File: config.mk
export PLATFORM = sky130hd
export DESIGN_NAME = fetch_block_sequencer_flat
export DESIGN_NICKNAME = d
export VERILOG_FILES = /design/src/rtl/fetch_block_sequencer_if.sv /design/src/rtl/fetch_block_sequencer.sv /design/src/flat_wrapper.sv
export SDC_FILE = /design/constraint.sdc
export NUM_CORES = 1
export LEC_CHECK = 0
export CAP_MARGIN = 20
export CORE_MARGIN = 1
export CORE_UTILIZATION = 25
export DETAILED_ROUTE_END_ITERATION = 10
export DONT_BUFFER_PORTS = 1
export SETUP_SLACK_MARGIN = 0.02
export SLEW_MARGIN = 10
export SYNTH_ARGS = -nofsm -noshare
export SYNTH_HDL_FRONTEND = slang
export SYNTH_SLANG_ARGS = --single-unit
File: constraint.sdc
create_clock -name clk -period 2.1 [get_ports clk]
set_clock_uncertainty 0.1 [all_clocks]
set_input_delay 0.315 -clock clk [delete_from_list [all_inputs] [get_ports clk]]
set_output_delay 0.315 -clock clk [all_outputs]
set_load 0.05 [all_outputs]
File: src/rtl/fetch_block_sequencer_if.sv
// fetch_block_sequencer_if: request/grant plus in-order read-response bus to instruction memory
interface fetch_block_sequencer_if #(
  parameter int ADDR_W = 32
);
  logic req;
  logic [ADDR_W-1:0] addr;
  logic gnt;
  logic rvalid;
  logic [31:0] rdata;
  modport master (output req, addr, input gnt, rvalid, rdata);
  modport slave (input req, addr, output gnt, rvalid, rdata);
endinterface

File: src/rtl/fetch_block_sequencer.sv
// fetch_block_sequencer: fills a NUM_INSTR-word instruction block from memory and hands it to the fetch stage
module fetch_block_sequencer #(
  parameter int NUM_INSTR = 16,
  parameter int ADDR_W = 32,
  parameter int MAX_OUTSTANDING = 4
) (
  input  logic clk,
  input  logic rst_n,
  input  logic start,
  input  logic [ADDR_W-1:0] start_addr,
  input  logic stop,
  input  logic redirect,
  input  logic [ADDR_W-1:0] redirect_addr,
  input  logic slot_done,
  fetch_block_sequencer_if.master mem,
  output logic [NUM_INSTR-1:0][31:0] block_data,
  output logic block_vld,
  output logic [ADDR_W-1:0] block_base,
  output logic fetch_stall,
  output logic busy
);
  localparam int LW = $clog2(NUM_INSTR);
  localparam int CW = LW + 1;
  localparam int OW = $clog2(MAX_OUTSTANDING + 1);
  localparam logic [CW-1:0] LAST = CW'(NUM_INSTR - 1);
  localparam logic [ADDR_W-1:0] MASK = ~ADDR_W'(NUM_INSTR - 1);
  typedef enum logic [2:0] {IDLE, FETCH, DRAIN, DELIVER, RUN} state_t;
  state_t state;
  logic [CW-1:0] req_cnt, rsp_cnt;
  logic [OW-1:0] outstanding;
  logic to_idle, grant, rv, abort;
  always_comb begin
    mem.req = state == FETCH && req_cnt <= LAST && outstanding < OW'(MAX_OUTSTANDING);
    mem.addr = block_base + ADDR_W'(req_cnt);
    grant = mem.req && mem.gnt;
    rv = mem.rvalid && outstanding != '0;
    abort = stop || redirect;
    block_vld = state == DELIVER && !abort;
    fetch_stall = state != RUN;
    busy = state != IDLE;
  end
  always_ff @(posedge clk) begin
    if (!rst_n) begin
      state <= IDLE;
      req_cnt <= '0;
      rsp_cnt <= '0;
      outstanding <= '0;
      block_base <= '0;
      block_data <= '0;
      to_idle <= 1'b0;
    end else begin
      outstanding <= outstanding + OW'(grant) - OW'(rv);
      if (grant) req_cnt <= req_cnt + CW'(1);
      case (state)
        IDLE:
          if (start) begin
            block_base <= start_addr & MASK;
            req_cnt <= '0;
            rsp_cnt <= '0;
            state <= FETCH;
          end
        DRAIN:
          if (stop) to_idle <= 1'b1;
          else if (redirect) begin
            block_base <= redirect_addr & MASK;
            to_idle <= 1'b0;
          end else if (outstanding == '0) begin
            req_cnt <= '0;
            rsp_cnt <= '0;
            state <= to_idle ? IDLE : FETCH;
          end
        default:
          if (abort) begin
            if (!stop) block_base <= redirect_addr & MASK;
            req_cnt <= '0;
            rsp_cnt <= '0;
            to_idle <= stop;
            // responses already granted must be swallowed before the next fetch starts
            state <= (outstanding != '0 || grant) ? DRAIN : stop ? IDLE : FETCH;
          end else if (state == FETCH) begin
            if (rv) begin
              block_data[rsp_cnt[LW-1:0]] <= mem.rdata;
              rsp_cnt <= rsp_cnt + CW'(1);
              if (rsp_cnt == LAST) state <= DELIVER;
            end
          end else if (state == DELIVER) state <= RUN;
          else if (slot_done) begin
            block_base <= block_base + ADDR_W'(NUM_INSTR);
            req_cnt <= '0;
            rsp_cnt <= '0;
            state <= FETCH;
          end
      endcase
    end
  end
endmodule

File: src/flat_wrapper.sv
// flat-port wrapper written by rule: the top's interface ports become plain ports
module fetch_block_sequencer_flat 
#(
  parameter int NUM_INSTR = 16,
  parameter int ADDR_W = 32,
  parameter int MAX_OUTSTANDING = 4
)
  (clk, rst_n, start, start_addr, stop, redirect, redirect_addr, slot_done, block_data, block_vld, block_base, fetch_stall, busy, mem_req, mem_addr, mem_gnt, mem_rvalid, mem_rdata);
  fetch_block_sequencer_if #(.ADDR_W(ADDR_W)) mem_i ();
  input  logic clk;
  input  logic rst_n;
  input  logic start;
  input  logic [ADDR_W-1:0] start_addr;
  input  logic stop;
  input  logic redirect;
  input  logic [ADDR_W-1:0] redirect_addr;
  input  logic slot_done;
  output logic [NUM_INSTR-1:0][31:0] block_data;
  output logic block_vld;
  output logic [ADDR_W-1:0] block_base;
  output logic fetch_stall;
  output logic busy;
  output wire logic [$bits(mem_i.req)-1:0] mem_req;
  output wire logic [$bits(mem_i.addr)-1:0] mem_addr;
  input wire logic [$bits(mem_i.gnt)-1:0] mem_gnt;
  input wire logic [$bits(mem_i.rvalid)-1:0] mem_rvalid;
  input wire logic [$bits(mem_i.rdata)-1:0] mem_rdata;
  assign mem_req = mem_i.req;
  assign mem_addr = mem_i.addr;
  assign mem_i.gnt = mem_gnt;
  assign mem_i.rvalid = mem_rvalid;
  assign mem_i.rdata = mem_rdata;
  fetch_block_sequencer #(.NUM_INSTR(NUM_INSTR), .ADDR_W(ADDR_W), .MAX_OUTSTANDING(MAX_OUTSTANDING)) u_core (.clk(clk), .rst_n(rst_n), .start(start), .start_addr(start_addr), .stop(stop), .redirect(redirect), .redirect_addr(redirect_addr), .slot_done(slot_done), .mem(mem_i), .block_data(block_data), .block_vld(block_vld), .block_base(block_base), .fetch_stall(fetch_stall), .busy(busy));
endmodule
==> results_dict.tcl <==
set metrics [dict create \
    power.density_nw_per_um2 963.2 \
    syn_area_per_cell_um2 7.681 \
    grt_usage 0.2169 \
    clkTransAtPathRegs_ps 60 \
    yosysTopAreaCellShare 0.5184 \
    p_comb_frac 0.235 \
    numCtsBuffers 60 \
    fin_crit_ps 2820 \
    ys.flop_type "dfxtp_1" \
    wl_mm 108.7 \
    post-route-period-util 1.343 \
    syn_area_um2 21510 \
    yosys.area_share.simple 0.2328 \
    start_util 0.2526 \
    hold_viol 0 \
    tritoncts "built" \
    p_int_w 0.02059 \
    cts_sinks 557 \
    synth_common_cells "nand2_1 (1057), dfxtp_1 (557), a21oi_1 (541)" \
    ant_nets 0 \
    coreArea_um2 85150 \
    cts_max_level 2 \
    place_hpwl_mm 65.81 \
    seqPwrFrac 0.372 \
    synth_top_family_by_area "simple AND/OR/NAND/NOR gates" \
    pre_cts_slack_ps -110.0 \
    synth_xor_area_frac 0.01385 \
    antenna_found_initial 11 \
    crit_family "simple AND/OR/NAND/NOR gates" \
    synth_most_common_cell "nand2_1" \
    clockBufferDepth 3 \
    rsz0062_at_grt "yes" \
    setup_ws_ps -719.8 \
    dr.first_iter.drc_count 1541 \
    avgViaCountPerCell 5.123 \
    pin_count 684 \
    fmax_ghz 0.3546 \
    num_rows 107 \
    arrival_ps 2400 \
    leakagePower_nw 10.85 \
    status "finished, violations left" \
    area_delta_synth_final_pct 44.79 \
    drv_cap 0 \
    synth-compound-area-share 0.1647 \
    insertion_delay_ps 640 \
    hold_ws_ps 53.72 \
    p_switching_w 0.009407 \
    crit_path_end_kind "output pin" \
    drc 0 \
    pwr-share-clk 0.393 \
    synth_largest_area_cell "dfxtp_1" \
    slowest_delay_ps 360 \
    ys_ff_latch 557 \
    async_flop_share 0 \
    cp_cell_sequence "ha_4 > nand4_1 > nor2_4 > buf_12 > nand3_4 > nor2_4 > xor2_4 > buf_12" \
    hold_class "in2reg" \
    synth_adder_area_share 0.007330 \
    synth-edff-count 0 \
    crit_type "reg2out" \
    slowest_stage "dfxtp_4" \
    violations "setup timing" \
    vias 21360 \
    grt_pass1_wl_mm 138.0 \
    synthTopCellsByArea "dfxtp_1 (52%), nand2_1 (18%), a21oi_1 (13%), clkbuf_1 (2.8%), buf_2 (2.5%)" \
    worstPathMaxFanout 4 \
    start_kind "register" \
    final_max_slew_viol_count 0 \
    wl_per_cell_um 26.07 \
    die_width_um 295.3 \
    die-area_um2 87210 \
    grt_pass1_vias 19150 \
    grt_max_degree 86 \
    p_sw_frac 0.3136 \
    finalSetupViolCount 113 \
    syn_inst 2800 \
    layout-drive-gt1-share 0.2627 \
    place.gp.congestion 0.9271 \
    portBuffers 0 \
    die_h_um 295.3 \
    gr-total-overflow 0 \
    synthMuxAreaShare 0.002909 \
    critPathRequiredTime_ps 1680 \
    synth_cell_types 65 \
    fin_nets 3083 \
    slew_headroom 0.03957 \
    cts_root_buf "clkbuf_16" \
    worst-path-buf-inv 2 \
    ir_drop_v 0.0006319 \
    ys_seq_area_frac 0.5184 \
    worst_pin_slew_ps 1436 \
    first_pass_iters 5 \
    yosysWarnings 0 \
    power_w 0.03000 \
]
worst paths after layout:
path / startpoint / to / slack, ps / cells past startpoint
max: u_core.block_base[4] / mem_addr[24] / -720 / 8
min reg2reg: u_core.rsp_cnt[4] / u_core.rsp_cnt[4] / 380 / 2
min: mem_gnt / u_core.outstanding[0] / 50 / 3
max reg2reg: u_core.state[0] / u_core.block_data[25] / -120 / 11
placed cells by master, fill, tap and decap left out, types with 24 or more instances in the layout:
| master | n |
|---|---|
| nand2_1 | 939 |
| dfxtp_1 | 527 |
| a21oi_1 | 420 |
| buf_4 | 133 |
| a21oi_2 | 121 |
| buf_12 | 99 |
| nand2_4 | 92 |
| dlygate4sd3_1 | 88 |
| clkbuf_16 | 83 |
| buf_6 | 34 |
| o21ai_0 | 29 |
| nor2_1 | 28 |
| nand2_2 | 26 |
| nor2_4 | 24 |
registers in the layout, indices dropped and copies added (netlist names):
name and flops:
u_core.rsp_cnt 5, u_core.outstanding 3, u_core.block_base 28, u_core.block_data 512, u_core.req_cnt 5, u_core.to_idle 1
u_core.state 3
cells by family after synthesis:
| family | Yosys count |
|---|---|
| simple gates | 1239 |
| compound gates | 656 |
| flops | 557 |
| buf+inv | 295 |
| xor+xnor | 34 |
| fa+ha+maj | 12 |
| mux | 6 |
| other cells | 1 |
layer usage:
| metal | wire [um] | global-route usage | part of all wire |
|---|---|---|---|
| met4 | 5220 | 0.1032 | 0.048 |
| met5 | 54 | 0 | 0.00050 |
| met3 | 10240 | 0.06202 | 0.094 |
| met1 | 41730 | 0.2600 | 0.38 |
| met2 | 51440 | 0.3555 | 0.47 |
power groups by stage:
stage | Combinational (W) | Clock [W] | Sequential, W
2_1_floorplan | 0.00289 | 0 | 0.0121
3_3_place_gp | 0.00564 | 0 | 0.0114
3_5_place_dp | 0.00565 | 0 | 0.0114
4_1_cts | 0.00657 | 0.0119 | 0.0112
5_1_grt | 0.00727 | 0.0123 | 0.0112
6_report | 0.00705 | 0.0118 | 0.0112
layout make-up:
| class | count | area, um2 |
|---|---|---|
| antenna | 6 | 15.01 |
| clock buffer | 85 | 1818 |
| clock inverter | 29 | 402.9 |
| fill | 8524 | 54010 |
| inverter | 17 | 71.32 |
| multi-input combinational | 1951 | 11310 |
| sequential | 557 | 11210 |
| tap | 1144 | 1431 |
| timing repair buffer | 380 | 4882 |
through the flow:
stage               utilization  TNS [ps]  cells  instance area [um2]
floorplan                     -     -4436   2803                22170
detailed placement       0.2922     -6868   3880                24880
global route             0.3657    -34220   4167                31140
CTS                      0.3379    -16770   4118                28770
global placement         0.2922     -1297   3880                24880
finish                   0.3657    -18700   4169                31140
repair_timing:
item | in CTS | in global routing
pin swaps | 20 | 219
gates resized for setup | 62 | 396
hold buffers | 108 | 2
endpoints found under the hold margin | 552 | 1
buffers inserted | 18 | 23
gates cloned | 0 | 25
setup endpoints to repair | 267 | 239
worst register-to-register path: cells and delay by family, from the launching register on:
family                 cells  cell delay (ps)
AOI/OAI and AO/OA          1              150
buffers and inverters      6              860
DFF                        1              370
and+or+nand+nor            4              650
Note: power is estimated with default switching activity, not from simulation.
